### config.mk
export PLATFORM = sky130hd
export DESIGN_NAME = mem_access_unit_flat
export DESIGN_NICKNAME = d
export VERILOG_FILES = /design/src/rtl/mau_pkg.sv /design/src/rtl/mem_access_unit_if.sv /design/src/rtl/mem_lane_align.sv /design/src/rtl/mem_access_unit.sv /design/src/flat_wrapper.sv
export SDC_FILE = /design/constraint.sdc
export NUM_CORES = 1
export LEC_CHECK = 0
export ABC_AREA = 1
export CAP_MARGIN = 20
export CORE_UTILIZATION = 33
export DETAILED_ROUTE_END_ITERATION = 6
export MAX_ROUTING_LAYER = met4
export PLACE_DENSITY = 0.67
export REMOVE_ABC_BUFFERS = 1
export SYNTH_ARGS = -nofsm -noshare
export SYNTH_HDL_FRONTEND = slang
export SYNTH_SLANG_ARGS = --single-unit
export TNS_END_PERCENT = 5
### constraint.sdc
create_clock -name clock -period 1.4 [get_ports clock]
set_clock_uncertainty 0.2 [all_clocks]
set_input_delay 0.28 -clock clock [delete_from_list [all_inputs] [get_ports clock]]
set_output_delay 0.28 -clock clock [all_outputs]
set_load 0.05 [all_outputs]
### src/rtl/mau_pkg.sv
// mau_pkg
//    Shared types and helpers for the load/store initiator.
//    state_t    : control FSM states (IDLE, ACCESS, RESP)
//    size_t     : access size encoding (byte, half, word)
//    size_mask  : byte-lane mask for an aligned access of a given size
//    misaligned : fault predicate (illegal size or unaligned address)
package mau_pkg;

   typedef enum logic [1:0] {
      IDLE   = 2'd0,
      ACCESS = 2'd1,
      RESP   = 2'd2
   } state_t;

   typedef enum logic [1:0] {
      SZ_B = 2'd0,
      SZ_H = 2'd1,
      SZ_W = 2'd2
   } size_t;

   function automatic logic [3:0] size_mask(size_t size);
      case (size)
         SZ_B:    return 4'h1;
         SZ_H:    return 4'h3;
         default: return 4'hF;
      endcase
   endfunction

   // Takes the raw 2-bit size so the illegal encoding 3 can be flagged too.
   function automatic logic misaligned(logic [1:0] size, logic [1:0] offset);
      case (size)
         2'd0:    return 1'b0;
         2'd1:    return offset[0];
         2'd2:    return offset != 2'b00;
         default: return 1'b1;
      endcase
   endfunction

endpackage

### src/rtl/mem_access_unit_if.sv
// mem_access_unit_if
//    Request, response and memory-port signals of the load/store initiator.
//    slave  : the unit itself (takes requests, drives memory port)
//    master : the environment (execute stage + memory model)
interface mem_access_unit_if #(parameter int XLEN = 32);

   // request channel
   logic            in_valid;
   logic            in_ready;
   logic [XLEN-1:0] in_addr;
   logic [XLEN-1:0] in_wdata;
   logic            in_wen;
   logic [1:0]      in_size;
   logic            in_unsigned;
   // response channel
   logic            out_valid;
   logic            out_ready;
   logic [XLEN-1:0] out_rdata;
   logic            out_fault;
   // memory port
   logic            mem_valid;
   logic [XLEN-1:0] mem_raddr;
   logic            mem_wen;
   logic [XLEN-1:0] mem_waddr;
   logic [XLEN-1:0] mem_wdata;
   logic [7:0]      mem_wmask;
   logic [XLEN-1:0] mem_rdata;

   modport slave (
      input  in_valid, in_addr, in_wdata, in_wen, in_size, in_unsigned,
      input  out_ready, mem_rdata,
      output in_ready, out_valid, out_rdata, out_fault,
      output mem_valid, mem_raddr, mem_wen, mem_waddr, mem_wdata, mem_wmask
   );

   modport master (
      output in_valid, in_addr, in_wdata, in_wen, in_size, in_unsigned,
      output out_ready, mem_rdata,
      input  in_ready, out_valid, out_rdata, out_fault,
      input  mem_valid, mem_raddr, mem_wen, mem_waddr, mem_wdata, mem_wmask
   );

endinterface

### src/rtl/mem_lane_align.sv
// mem_lane_align
//    Combinational load-data aligner: shifts the addressed lane down to bit 0,
//    truncates to the access size and sign- or zero-extends.
//    rdata_i    : full memory word
//    offset_i   : byte offset within the word
//    size_i     : access size
//    unsigned_i : 1 = zero-extend, 0 = sign-extend
//    data_o     : extended result
module mem_lane_align
   import mau_pkg::*;
(
   input  logic [31:0] rdata_i,
   input  logic [1:0]  offset_i,
   input  size_t       size_i,
   input  logic        unsigned_i,
   output logic [31:0] data_o
);

   logic [31:0] shifted;

   always_comb begin
      shifted = rdata_i >> {offset_i, 3'b000};
      case (size_i)
         SZ_B:    data_o = {{24{~unsigned_i & shifted[7]}},  shifted[7:0]};
         SZ_H:    data_o = {{16{~unsigned_i & shifted[15]}}, shifted[15:0]};
         default: data_o = shifted;
      endcase
   end

endmodule

### src/rtl/mem_access_unit.sv
// mem_access_unit
//    Load/store initiator between the execute stage and the memory port.
//    Accepts one request in IDLE, checks alignment, issues exactly one
//    single-cycle memory access in ACCESS and holds the response in RESP.
//    clock   : system clock, rising edge
//    reset_n : asynchronous active-low reset
//    bus     : request / response / memory-port signals (slave side)
module mem_access_unit
   import mau_pkg::*;
#(
   parameter int XLEN = 32
)(
   input  logic             clock,
   input  logic             reset_n,
   mem_access_unit_if.slave bus
);

   state_t          state_q, state_d;
   logic [XLEN-1:0] addr_q, addr_d;
   logic [XLEN-1:0] wdata_q, wdata_d;
   logic [XLEN-1:0] rdata_q, rdata_d;
   logic [1:0]      size_q, size_d;
   logic            wen_q, wen_d;
   logic            uns_q, uns_d;
   logic            fault_q, fault_d;

   logic            accept;
   logic [XLEN-1:0] lane_data;
   logic [3:0]      lane_mask;

   assign accept = (state_q == IDLE) && bus.in_valid;

   mem_lane_align u_lane_align (
      .rdata_i    (bus.mem_rdata),
      .offset_i   (addr_q[1:0]),
      .size_i     (size_t'(size_q)),
      .unsigned_i (uns_q),
      .data_o     (lane_data)
   );

   // ---------------- state register ----------------
   // NOTE: sequential state uses non-blocking assignments so every flop
   // samples the pre-edge values, independent of block ordering.
   always_ff @(posedge clock or negedge reset_n) begin
      if (!reset_n) state_q <= IDLE;
      else          state_q <= state_d;
   end

   // ---------------- next-state logic ----------------
   // NOTE: every combinational output gets a default first so no path
   // leaves it unassigned, which would infer a latch.
   always_comb begin
      state_d = state_q;
      unique case (state_q)
         IDLE:    if (bus.in_valid)
                     state_d = misaligned(bus.in_size, bus.in_addr[1:0]) ? RESP : ACCESS;
         ACCESS:  state_d = RESP;
         RESP:    if (bus.out_ready) state_d = IDLE;
         default: state_d = IDLE;
      endcase
   end

   // ---------------- request / response datapath ----------------
   always_comb begin
      addr_d  = addr_q;
      wdata_d = wdata_q;
      size_d  = size_q;
      wen_d   = wen_q;
      uns_d   = uns_q;
      fault_d = fault_q;
      rdata_d = rdata_q;
      if (accept) begin
         addr_d  = bus.in_addr;
         wdata_d = bus.in_wdata;
         size_d  = bus.in_size;
         wen_d   = bus.in_wen;
         uns_d   = bus.in_unsigned;
         fault_d = misaligned(bus.in_size, bus.in_addr[1:0]);
         rdata_d = '0;
      end else if (state_q == ACCESS) begin
         // The read word is captured on the same edge that ends the access.
         rdata_d = wen_q ? '0 : lane_data;
      end else if (state_q == RESP && bus.out_ready) begin
         fault_d = 1'b0;
         rdata_d = '0;
      end
   end

   always_ff @(posedge clock or negedge reset_n) begin
      if (!reset_n) begin
         addr_q  <= '0;
         wdata_q <= '0;
         rdata_q <= '0;
         size_q  <= '0;
         wen_q   <= 1'b0;
         uns_q   <= 1'b0;
         fault_q <= 1'b0;
      end else begin
         addr_q  <= addr_d;
         wdata_q <= wdata_d;
         rdata_q <= rdata_d;
         size_q  <= size_d;
         wen_q   <= wen_d;
         uns_q   <= uns_d;
         fault_q <= fault_d;
      end
   end

   // ---------------- output decode ----------------
   // Memory port is gated by the ACCESS state so exactly one strobe is
   // produced per request, and no input reaches it combinationally.
   always_comb begin
      lane_mask     = size_mask(size_t'(size_q)) << addr_q[1:0];
      bus.in_ready  = (state_q == IDLE);
      bus.out_valid = (state_q == RESP);
      bus.out_fault = fault_q;
      bus.out_rdata = rdata_q;
      bus.mem_valid = 1'b0;
      bus.mem_wen   = 1'b0;
      bus.mem_raddr = '0;
      bus.mem_waddr = '0;
      bus.mem_wdata = '0;
      bus.mem_wmask = '0;
      if (state_q == ACCESS) begin
         bus.mem_valid = 1'b1;
         bus.mem_raddr = {addr_q[XLEN-1:2], 2'b00};
         bus.mem_waddr = {addr_q[XLEN-1:2], 2'b00};
         if (wen_q) begin
            bus.mem_wen   = 1'b1;
            bus.mem_wdata = wdata_q << {addr_q[1:0], 3'b000};
            bus.mem_wmask = {4'b0000, lane_mask};
         end
      end
   end

endmodule

### src/flat_wrapper.sv
// flat-port wrapper written by rule: the top's interface ports become plain ports
module mem_access_unit_flat import mau_pkg::*;
#(
   parameter int XLEN = 32
)
  (clock, reset_n, bus_in_valid, bus_in_addr, bus_in_wdata, bus_in_wen, bus_in_size, bus_in_unsigned, bus_out_ready, bus_mem_rdata, bus_in_ready, bus_out_valid, bus_out_rdata, bus_out_fault, bus_mem_valid, bus_mem_raddr, bus_mem_wen, bus_mem_waddr, bus_mem_wdata, bus_mem_wmask);
  mem_access_unit_if #(.XLEN(XLEN)) bus_i ();
  input  logic clock;
  input  logic reset_n;
  input wire logic [$bits(bus_i.in_valid)-1:0] bus_in_valid;
  input wire logic [$bits(bus_i.in_addr)-1:0] bus_in_addr;
  input wire logic [$bits(bus_i.in_wdata)-1:0] bus_in_wdata;
  input wire logic [$bits(bus_i.in_wen)-1:0] bus_in_wen;
  input wire logic [$bits(bus_i.in_size)-1:0] bus_in_size;
  input wire logic [$bits(bus_i.in_unsigned)-1:0] bus_in_unsigned;
  input wire logic [$bits(bus_i.out_ready)-1:0] bus_out_ready;
  input wire logic [$bits(bus_i.mem_rdata)-1:0] bus_mem_rdata;
  output wire logic [$bits(bus_i.in_ready)-1:0] bus_in_ready;
  output wire logic [$bits(bus_i.out_valid)-1:0] bus_out_valid;
  output wire logic [$bits(bus_i.out_rdata)-1:0] bus_out_rdata;
  output wire logic [$bits(bus_i.out_fault)-1:0] bus_out_fault;
  output wire logic [$bits(bus_i.mem_valid)-1:0] bus_mem_valid;
  output wire logic [$bits(bus_i.mem_raddr)-1:0] bus_mem_raddr;
  output wire logic [$bits(bus_i.mem_wen)-1:0] bus_mem_wen;
  output wire logic [$bits(bus_i.mem_waddr)-1:0] bus_mem_waddr;
  output wire logic [$bits(bus_i.mem_wdata)-1:0] bus_mem_wdata;
  output wire logic [$bits(bus_i.mem_wmask)-1:0] bus_mem_wmask;
  assign bus_i.in_valid = bus_in_valid;
  assign bus_i.in_addr = bus_in_addr;
  assign bus_i.in_wdata = bus_in_wdata;
  assign bus_i.in_wen = bus_in_wen;
  assign bus_i.in_size = bus_in_size;
  assign bus_i.in_unsigned = bus_in_unsigned;
  assign bus_i.out_ready = bus_out_ready;
  assign bus_i.mem_rdata = bus_mem_rdata;
  assign bus_in_ready = bus_i.in_ready;
  assign bus_out_valid = bus_i.out_valid;
  assign bus_out_rdata = bus_i.out_rdata;
  assign bus_out_fault = bus_i.out_fault;
  assign bus_mem_valid = bus_i.mem_valid;
  assign bus_mem_raddr = bus_i.mem_raddr;
  assign bus_mem_wen = bus_i.mem_wen;
  assign bus_mem_waddr = bus_i.mem_waddr;
  assign bus_mem_wdata = bus_i.mem_wdata;
  assign bus_mem_wmask = bus_i.mem_wmask;
  mem_access_unit #(.XLEN(XLEN)) u_core (.clock(clock), .reset_n(reset_n), .bus(bus_i));
endmodule
## Word level (Yosys, flattened, before mapping)

Cells that the tools add are included.

- Register bits: 103
- Bits of input ports: 104
- Output and inout bits: 141
- Logic and storage cells: 56

- Equality and inequality tests: 8
- Shift-type cells: 3
- Multiplexer cells: 24
- Bitwise logic cells: 3
- Reductions and logical operators: 10

Operators with widths:

| cell | number |
|---|---|
| two-way mux 32 bit | 7 |
| one-hot mux 32 bit (2 select lines) | 1 |
| left shift 32 x 5 -> 32 bit | 1 |
| >> shifter 32 x 5 -> 32 bit | 1 |
| two-way mux 1 bit | 8 |
| two-way mux 8 bit | 1 |
| one-hot mux 4 bit (2 select lines) | 1 |
| == test 2 x 1 -> 1 bit, second input constant | 3 |
| zero test 2 bit | 3 |
| two-way mux 2 bit | 3 |
| one-hot mux 2 bit (3 select lines) | 1 |
| == test 2 bit, second input constant | 2 |
| two-way mux 4 bit | 1 |
| != test 2 bit, second input constant | 2 |
| AND reduction 2 bit | 2 |
| nonzero test 2 bit | 2 |
| left shift 4 x 2 -> 4 bit | 1 |
| one-hot mux 1 bit (3 select lines) | 1 |
| nonzero test 3 bit | 1 |
| AND 1 bit | 2 |
| logical AND 1 bit | 2 |
| != test 2 x 1 -> 1 bit, second input constant | 1 |
| inverter 1 bit | 1 |

## Longest topological paths before layout

- Word-level depth: 7
- Depth in mapped cells: 9
- Mapped depth without buffers: 7

## Modules after synthesis

From an unflattened synthesis, not the netlist that was laid out.

- Cell total of the unflattened synthesis: 873
- Area, all modules: 6,117.1 um2

By module, submodules not included:

| module | instances | cells each | area each (um2) | sequential area each (um2) |
|---|---|---|---|---|
| mem_access_unit | 1 | 699 | 5,213.8 | 2,577.5 |
| mem_lane_align | 1 | 174 | 903.4 | 0.0 |

## Worst setup path before layout

OpenSTA, ideal clock, no wires.

- Path type: reg2out
- Start: reg u_core.state_q[1]
- End: out bus_mem_wmask[2]
- Arrival time: 1.943 ns
- Data required time: 0.920 ns
- Setup slack: -1.023 ns
- Stages on the path, launching flop included: 7
- Path buffers: 1
- Cells stage by stage: dfrtp_1 > inv_2 > nand2_2 > nor2_4 > buf_2 > o21ai_0 > a21oi_1

- Longest elaborated chain between the ends: 2

RTL lines:

| element | line | RTL |
|---|---|---|
| start, declared | mem_access_unit.sv:18 | `state_t state_q, state_d;` |
| start signal, assigned | mem_access_unit.sv:46 | `else state_q <= state_d;` |
| == test 2 x 1 -> 1 bit | mem_access_unit.sv:124 | `if (state_q == ACCESS) begin` |
| two-way mux 8 bit | mem_access_unit.sv:124 |  |
| end, declared | flat_wrapper.sv:27 | `output wire logic [$bits(bus_i.mem_wmask)-1:0] bus_mem_wmask;` |

No other way between the ends.

## Worst setup path after layout

- Start: reg u_core.state_q[1]
- End: out bus_mem_wdata[20]

- Longest elaborated chain between the ends: 2

RTL lines:

| element | line | RTL |
|---|---|---|
| == test 2 x 1 -> 1 bit | mem_access_unit.sv:124 |  |
| two-way mux 32 bit | mem_access_unit.sv:124 |  |
| end, declared | flat_wrapper.sv:26 | `output wire logic [$bits(bus_i.mem_wdata)-1:0] bus_mem_wdata;` |

No other way between the ends.

==> flow_metrics.env <==
export IMPL_clk_pin_slew_worst_paths_ps=70
export IMPL_worst_path_max_delay_cell="dfrtp_1"
export IMPL_startpoint_type="register"
export IMPL_fp_coreArea_um2=17180
export IMPL_dp_final_hpwl_um=13770
export IMPL_power_mw=16.04
export IMPL_syn_area_um2=5776
export IMPL_period_needed_ps=2235
export IMPL_fin_util=0.6404
export IMPL_antenna_left=0
export IMPL_die_y_um=134.3
export IMPL_routed_wl_um=18490
export IMPL_netlist_top_cells_count="nand2_1 (194), dfrtp_1 (103), nor2_1 (91)"
export IMPL_slew_viol_final=0
export IMPL_p_leak_nw=5.005
export IMPL_cts_tree="done"
export IMPL_yosys_warnings=0
export IMPL_place_area_um2=9933
export IMPL_synth_distinct_cells=28
export IMPL_grt_first_pass_wirelength_um=28900
export IMPL_crit_arrival_ps=1750
export IMPL_post_route_drc_count=0
export IMPL_numCtsBuffers=9
export IMPL_synthCells=734
export IMPL_cp_common_cell="buf_12"
export IMPL_stdcell_area_um2=11000
export IMPL_yosysMostFrequentCell="nand2_1"
export IMPL_clock_sinks=103
export IMPL_worstSetupPathType="reg -> out"
export IMPL_dp_cells=1210
export IMPL_synthTopCellsByArea="dfrtp_1 (45%), nand2_1 (13%), buf_4 (6.1%)"
export IMPL_grt_pass1_vias=5770
export IMPL_cp_required_ps=920
export IMPL_drtPass1Iterations=4
export IMPL_drtIter0Drc=262
export IMPL_stdcell_count=1232
export IMPL_portBuffers=236
export IMPL_worstPathCellList="inv_2 -> nand2_4 -> nor2_4 -> buf_12 -> nand3_4 -> buf_12 -> o22ai_4 -> buf_12"
export IMPL_gr_usage_all_layers=0.2103
export IMPL_layout_area_overhead_vs_synth_pct=90.45
export IMPL_ios=245
export IMPL_grt_max_degree=35
export IMPL_diodes=0
export IMPL_finalSetupTns_ps=-99670
export IMPL_yosysTopAreaCell="dfrtp_1"
export IMPL_fp_row_count=48
export IMPL_insertion_delay_ps=340
export IMPL_max_cap_violations=0
export IMPL_vias_per_cell=4.673
export IMPL_antenna_found_initial=0
export IMPL_vias=5757
export IMPL_clockBufferDepth=2
export IMPL_cpPeakStageDelay_ps=400
export IMPL_power_density_nw_per_um2=1458
export IMPL_htree_levels=3
export IMPL_overflow=0
export IMPL_grt_setup_unrepaired="true"
export IMPL_critPathBufInv=4
export IMPL_wl_per_cell_um=15.00
export IMPL_violations="negative setup slack"
export IMPL_critPathMaxFanout=8
export IMPL_peakVddDrop_uv=863.9
export IMPL_setup_slack_ps=-834.8
export IMPL_die_area_um2=18040
export IMPL_yosysSeqAreaShare=0.4463
export IMPL_root_buffer="clkbuf_16"
export IMPL_layout_nets=1106
export IMPL_yosys_most_used_dff="dfrtp_1"
export IMPL_cp_top_family="buffers and inverters"
export IMPL_synth_edf_count=0
export IMPL_hold_viol_final=0
export IMPL_fmax_mhz=447.5
export IMPL_synth_seq_cells=103
export IMPL_status="finished with violations"
export IMPL_gp_congestion=0.8402
export IMPL_setup_viol=216
export IMPL_fp_dieW_um=134.3
export IMPL_worst_hold_path_type="in -> async"
export IMPL_syn_area_per_cell_um2=7.869
export IMPL_fin_crit_sh=1.596
export IMPL_drive_gt1_frac=0.3932
export IMPL_async_flop_share=1.000
export IMPL_worstSetupEndpointType="output pin"
export IMPL_start_util=0.3362
export IMPL_synth_top_area_frac=0.4463
-- layout make-up --
| class | instances | area (um2) |
|---|---|---|
| well taps | 225 | 281.5 |
| repair buffers | 331 | 4522 |
| multi-input cells | 499 | 3062 |
| clock buffers | 11 | 242.7 |
| flip-flops and latches | 103 | 2580 |
| fillers | 1405 | 6177 |
| inverters | 58 | 230.2 |
| clock inverters | 5 | 81.33 |
-- what timing repair did --
action                     CTS  global route
pin swaps                    4             6
hold buffers                 1             0
buffers inserted             2             3
gates cloned                 0             0
hold endpoints to repair   103             0
setup endpoints to repair  235           235
gates resized for setup    129            39
-- registers in the layout, summed over array words and instances, names as in the netlist --
signal and cells:
u_core.addr_q 32, u_core.uns_q 1, u_core.wdata_q 32, u_core.size_q 2, u_core.state_q 2, u_core.bus.out_fault 1
u_core.bus.out_rdata 32, u_core.wen_q 1
-- power by group --
part | total [mW] | switching [mW] | internal, mW
Clock | 2.71 | 1.10 | 1.62
Sequential | 4.32 | 0.515 | 3.81
Combinational | 9.00 | 5.08 | 3.92
-- cells by family after synthesis --
| logic type | Yosys count | synth area share |
|---|---|---|
| AO/OA/AOI/OAI | 107 | 0.09836 |
| buffers and inverters | 139 | 0.1330 |
| flip-flops | 103 | 0.4463 |
| multiplexers | 33 | 0.06261 |
| other | 1 | 0.0006493 |
| AND/OR/NAND/NOR | 351 | 0.2591 |
-- cells in the final DEF, fill, tap and decap left out, drive strengths merged --
master / count
clkbuf: 11
inv: 58
conb: 8
clkinv: 2
a31oi: 8
dfrtp: 103
nand3: 37
o22ai: 8
mux2: 25
mux2i: 8
a21oi: 62
nor2: 95
bufinv: 2
clkinvlp: 1
dlygate4sd3: 1
o21ai: 24
buf: 228
o211ai: 5
clkdlybuf4s50: 102
nand2: 219
-- worst register-to-register path, stage by stage, from the launching register on --
cell	delay (ps)
dfrtp_1	400
inv_2	90
nand2_4	60
buf_4	140
buf_12	190
inv_2	140
nand2_4	70
inv_2	240
o211ai_1	170
nand2_1	80
-- path summary, 6_finish.rpt --
kind,start,end,slack [ps],cells after the start
setup / recovery,u_core.state_q[1],bus_mem_wdata[20],-830,8
hold / removal,reset_n,u_core.wdata_q[15],210,2
setup reg to reg,u_core.state_q[1],u_core.bus.out_rdata[0],-450,9
hold reg to reg,u_core.wdata_q[31],u_core.wdata_q[31],310,1
max in group asynchronous,reset_n,u_core.bus.out_rdata[8],320,3
min in group clock,u_core.wdata_q[31],u_core.wdata_q[31],310,1
-- stage by stage --
stage | setup WS, ps | hold WS [ps]
5_1_grt | -905.8 | 235.1
3_3_place_gp | -505.1 | 27.88
4_1_cts | -831.9 | 206.9
3_5_place_dp | -573.1 | 26.66
2_1_floorplan | -1823 | -215.6
6_report | -834.8 | 212.3
-- metal layers --
| metal | GRT usage | vias up | routed length [um] |
|---|---|---|---|
| met3 | 0.04346 | 34 | 1293 |
| li1 | - | 2822 | - |
| met1 | 0.2470 | 2678 | 7419 |
| met2 | 0.3532 | 223 | 9349 |
| met5 | - | - | 0 |
| met4 | 0.08052 | 0 | 423 |
Power figures use the tool's default switching activity.
